$ cat src/rtl/ipml_fifo_wr_packer.sv
// rtl/ipml_fifo_wr_packer.sv - packs narrow input beats into wide FIFO words with per-lane keep
module ipml_fifo_wr_packer #(
  parameter int c_IN_DATA_WIDTH = 8,
  parameter int c_RATIO         = 4,
  parameter int c_CNT_WIDTH     = 16
) (
  input  logic                                 wr_clk,
  input  logic                                 wr_rst,
  input  logic [c_IN_DATA_WIDTH-1:0]           in_data,
  input  logic                                 in_valid,
  input  logic                                 in_last,
  output logic                                 in_ready,
  output logic [c_IN_DATA_WIDTH*c_RATIO-1:0]   fifo_wr_data,
  output logic [c_RATIO-1:0]                   fifo_wr_keep,
  output logic                                 fifo_wr_en,
  input  logic                                 fifo_wr_vld,
  output logic                                 busy,
  output logic [c_CNT_WIDTH-1:0]               word_cnt
);

  localparam int c_W      = c_IN_DATA_WIDTH;
  localparam int c_WORD_W = c_IN_DATA_WIDTH * c_RATIO;
  localparam int c_LANE_W = $clog2(c_RATIO);
  localparam logic [c_LANE_W-1:0] c_LAST_LANE = c_LANE_W'(c_RATIO - 1);

  logic [c_LANE_W-1:0]    lane_cnt_q, lane_cnt_d;
  logic [c_WORD_W-1:0]    acc_data_q, acc_data_d;
  logic [c_RATIO-1:0]     acc_keep_q, acc_keep_d;
  logic [c_WORD_W-1:0]    out_data_q, out_data_d;
  logic [c_RATIO-1:0]     out_keep_q, out_keep_d;
  logic                   out_valid_q, out_valid_d;
  logic [c_CNT_WIDTH-1:0] word_cnt_q, word_cnt_d;

  logic [c_WORD_W-1:0]    merged_data;
  logic [c_RATIO-1:0]     merged_keep;
  logic                   beat_acc;
  logic                   beat_done;
  logic                   wr_fire;

  // The single output slot can take a new word whenever it is empty or is being drained this cycle.
  assign in_ready  = ~out_valid_q | fifo_wr_vld;
  assign beat_acc  = in_valid & in_ready;
  assign beat_done = beat_acc & ((lane_cnt_q == c_LAST_LANE) | in_last);
  assign wr_fire   = out_valid_q & fifo_wr_vld;

  // Accumulator contents with the current beat dropped into its lane.
  always_comb begin
    merged_data = acc_data_q;
    merged_keep = acc_keep_q;
    for (int i = 0; i < c_RATIO; i++) begin
      if (lane_cnt_q == c_LANE_W'(i)) begin
        merged_data[i*c_W +: c_W] = in_data;
        merged_keep[i]            = 1'b1;
      end
    end
  end

  // Next-state for accumulator, output slot and word counter.
  always_comb begin
    lane_cnt_d  = lane_cnt_q;
    acc_data_d  = acc_data_q;
    acc_keep_d  = acc_keep_q;
    out_data_d  = out_data_q;
    out_keep_d  = out_keep_q;
    out_valid_d = out_valid_q;
    word_cnt_d  = word_cnt_q;

    if (beat_done) begin
      // Clearing the data as well as keep guarantees unused lanes of the next partial word read as zero.
      lane_cnt_d  = '0;
      acc_data_d  = '0;
      acc_keep_d  = '0;
      out_data_d  = merged_data;
      out_keep_d  = merged_keep;
      out_valid_d = 1'b1;
    end else begin
      if (beat_acc) begin
        lane_cnt_d = lane_cnt_q + c_LANE_W'(1);
        acc_data_d = merged_data;
        acc_keep_d = merged_keep;
      end
      if (wr_fire) begin
        out_valid_d = 1'b0;
      end
    end

    if (wr_fire) begin
      word_cnt_d = word_cnt_q + c_CNT_WIDTH'(1);
    end
  end

  // State registers with synchronous reset discarding any partial or pending word.
  always_ff @(posedge wr_clk) begin
    if (wr_rst) begin
      lane_cnt_q  <= '0;
      acc_data_q  <= '0;
      acc_keep_q  <= '0;
      out_data_q  <= '0;
      out_keep_q  <= '0;
      out_valid_q <= 1'b0;
      word_cnt_q  <= '0;
    end else begin
      lane_cnt_q  <= lane_cnt_d;
      acc_data_q  <= acc_data_d;
      acc_keep_q  <= acc_keep_d;
      out_data_q  <= out_data_d;
      out_keep_q  <= out_keep_d;
      out_valid_q <= out_valid_d;
      word_cnt_q  <= word_cnt_d;
    end
  end

  // Outputs are forced quiet while reset is asserted so a pending pre-reset word never reaches the FIFO.
  assign fifo_wr_en   = wr_fire & ~wr_rst;
  assign fifo_wr_data = wr_rst ? '0 : out_data_q;
  assign fifo_wr_keep = wr_rst ? '0 : out_keep_q;
  assign busy         = ~wr_rst & ((lane_cnt_q != '0) | out_valid_q);
  assign word_cnt     = word_cnt_q;

endmodule

$ cat config.mk
export PLATFORM = sky130hd
export DESIGN_NAME = ipml_fifo_wr_packer
export DESIGN_NICKNAME = d
export VERILOG_FILES = /design/src/rtl/ipml_fifo_wr_packer.sv
export SDC_FILE = /design/constraint.sdc
export NUM_CORES = 1
export LEC_CHECK = 0
export ABC_AREA = 1
export CORE_ASPECT_RATIO = 1.2
export CORE_MARGIN = 2
export CORE_UTILIZATION = 43
export DETAILED_ROUTE_END_ITERATION = 6
export GPL_TIMING_DRIVEN = 0
export PLACE_DENSITY = 0.74
export SLEW_MARGIN = 20
export SYNTH_ARGS = -nofsm -noshare
export SYNTH_HDL_FRONTEND = slang
export SYNTH_SLANG_ARGS = --single-unit
$ cat constraint.sdc
create_clock -name wr_clk -period 2.5 [get_ports wr_clk]
set_clock_uncertainty 0.05 [all_clocks]
set_input_delay 0.375 -clock wr_clk [delete_from_list [all_inputs] [get_ports wr_clk]]
set_output_delay 0.375 -clock wr_clk [all_outputs]
set_load 0.01 [all_outputs]
==> impl_results.md <==
* Outcome: finished, final reports clean
* Initial DRT Pass Iterations at 4
* Commonest non-fill, non-tap cell in the layout: nand2_1
* Final setup violation count at 0
* WL/cell at 12.8 um
* Synth warnings at 0
* Flops & latches, synth at 91
* Mean Syn Cell Area at 7.03 sq um
* Die ar. at 0.0106 sq mm
* 1st-iter DRT viols at 208
* Max-slew violations at 0
* Worst Setup Start Kind: register
* Arrival @ worst endpoint at 1.89 ns
* Post-synthesis sequential area ratio at 43.3%
* Fillcell total at 914
* P&R area growth vs syn at 27.3%
* Initial Util at 44.2%
* Row count at 39
* Syn Inst Count at 599
* IR drop worst, VDD at 0.362 mV
* Cell area after synthesis at 0.00421 sq mm
* Final worst-path cycle share at 92.5%
* Vias in the first global route at 3831
* DRT Wirelength at 10300 um
* CTS H-tree depth at 3
* Fin crit period at 2.31 ns
* Distinct cells, synth at 29
* Max cap viols at 0
* Clock sink count at 91
* Proportion of layout cells with a drive suffix above 1 at 10.5%
* Die Y at 112 um
* Input/output buffers at 66
* Syn nets at 617
* WHS at 0.375 ns
* Via-per-instance ratio at 4.91
* Clk slew on worst S/H paths at 0.06 ns
* Diodes inserted at 0
* Worst EP required at 2.08 ns
* TritonCTS clock tree: yes
* DRC violations left at 0
* Static leakage power at 2.12 nW
* CTS Buf Count at 9
* Kind of critical path: reg2out
* PwrDens at 629 mW/mm^2
* Crit path capture type: primary output
* Least-Margin Pin Slew at 0.748 ns
* Initial antenna violation count at 0
* Synth top area cells: dfxtp_1 (43%), nand2_1 (17%), nor2_1 (8.6%), a211oi_2 (7.4%), a21oi_1 (5.1%)
* Global-route wire length before repair at 17300 um
* Clock Tree Buf Depth at 2
* Crit path max fanout at 5
* Global route overflow at 0
* DP Wirelength at 7610 um
* Core area at 0.00952 sq mm
* Max-slew headroom at 50.1%
* Final hold violation count at 0
* Commonest non-fill, non-tap cells in the layout: nand2_1 (194), nor2_1 (96), dfxtp_1 (91)
* Fin Setup TNS at 0 ns
* Hold crit path type: reg2reg
* Fmax at 432 MHz
* Clk_lat worst skew at 0.35 ns
* Top cell type's share of synthesized area at 43.3%
* Clock Tree Root: clkbuf_16
* Routed Antenna Nets at 0
* Largest net degree at the start of global routing at 16
* GRT Util Overall at 20.6%
* # IOs at 68
* Synth area leader: dfxtp_1
* GP Congestion at 0.831
* Nets@finish at 696
* Die width at 94.3 um
* RSZ-0062 raised after global routing: false
* Vias at 3956
==> Yosys cell counts, drive strengths merged <==
| library cell | instances |
|---|---|
| a211oi | 25 |
| clkbuf | 14 |
| inv | 60 |
| buf | 18 |
| xor2 | 2 |
| nor3 | 4 |
| a21oi | 44 |
| o21bai | 1 |
| nand2 | 199 |
| nor2 | 97 |
| nor3b | 1 |
| ha | 5 |
| nand3 | 13 |
| a31oi | 2 |
| clkinv | 1 |
| nand4 | 3 |
| o21a | 1 |
| or2 | 1 |
| dfxtp | 91 |
| o21ai | 16 |
| and2 | 1 |
==> registers in the layout, summed over array words and instances (netlist names) <==
register / cells
word_cnt: 16
out_valid_q: 1
lane_cnt_q: 2
acc_keep_q: 4
acc_data_q: 32
out_data_q: 32
out_keep_q: 4
==> metrics by stage <==
stage	std cells	setup slack [ns]	area, sq um	power [W]	utilization [%]
final	806	0.187	5360	0.00337	56.3
after global placement	788	0.415	5020	0.00193	52.8
after floorplan	599	0.996	4210	0.00180	-
after global routing	806	0.0536	5360	0.00349	56.3
after detailed placement	788	0.403	5020	0.00194	52.8
after CTS	804	0.118	5340	0.00338	56.1
==> cells by family (layout without fill, tap and decap cells) <==
| family | Yosys count | after routing | share of synthesized area, % |
|---|---|---|---|
| fa+ha+maj | 5 | 5 | 1.49 |
| simple gates | 319 | 319 | 29.7 |
| xor+xnor | 2 | 2 | 0.416 |
| compound gates | 89 | 89 | 15.3 |
| buf+inv | 93 | 177 | 9.84 |
| flops | 91 | 91 | 43.3 |
==> layer usage <==
layer,wire length [um],vias up,GRT usage (%)
met3,625,16,4.43
met5,0,-,0
li1,-,2030,-
met1,4340,1803,24.4
met2,5140,107,35.4
met4,232,0,9.08
==> final timing paths <==
path                   end  cells past startpoint  slack (ns)          start
max                   busy                      6        0.19  lane_cnt_q[0]
min          acc_keep_q[3]                      2        0.38  acc_keep_q[3]
min reg2reg  acc_keep_q[3]                      2        0.38  acc_keep_q[3]
max reg2reg  out_keep_q[2]                      9        0.74  lane_cnt_q[0]
==> critical path, cell delays in order (launching register included) <==
cell and delay [ns]:
dfxtp_1 0.40, inv_1 0.10, ha_1 0.25, clkinvlp_4 0.12, nor2_1 0.05, nor2_1 0.09
clkdlybuf4s50_1 0.54
==> power breakdown <==
| group | switching (W) | internal [W] | total (W) |
|---|---|---|---|
| clock | 0.000585 | 0.000874 | 0.00146 |
| sequential | 0.0000202 | 0.00150 | 0.00152 |
| combinational | 0.000240 | 0.000152 | 0.000392 |
==> layout make-up <==
| class | instances | area [sq um] | share of cell area, % |
|---|---|---|---|
| multi-input cells | 415 | 1970 | 36.8 |
| repair buffers | 68 | 676 | 12.6 |
| plain buffers | 32 | 185 | 3.45 |
| flip-flops and latches | 91 | 1820 | 34.0 |
| clock buffers | 9 | 225 | 4.20 |
| well taps | 123 | 154 | 2.87 |
| clock inverters | 7 | 92.6 | 1.73 |
| inverters | 61 | 233 | 4.34 |
==> repair_timing <==
item,in CTS,in global routing
setup buffers,0,2
setup endpoints to repair,0,1
hold buffers,0,0
resized for setup,0,1
Note: power is estimated with default switching activity, not from simulation.
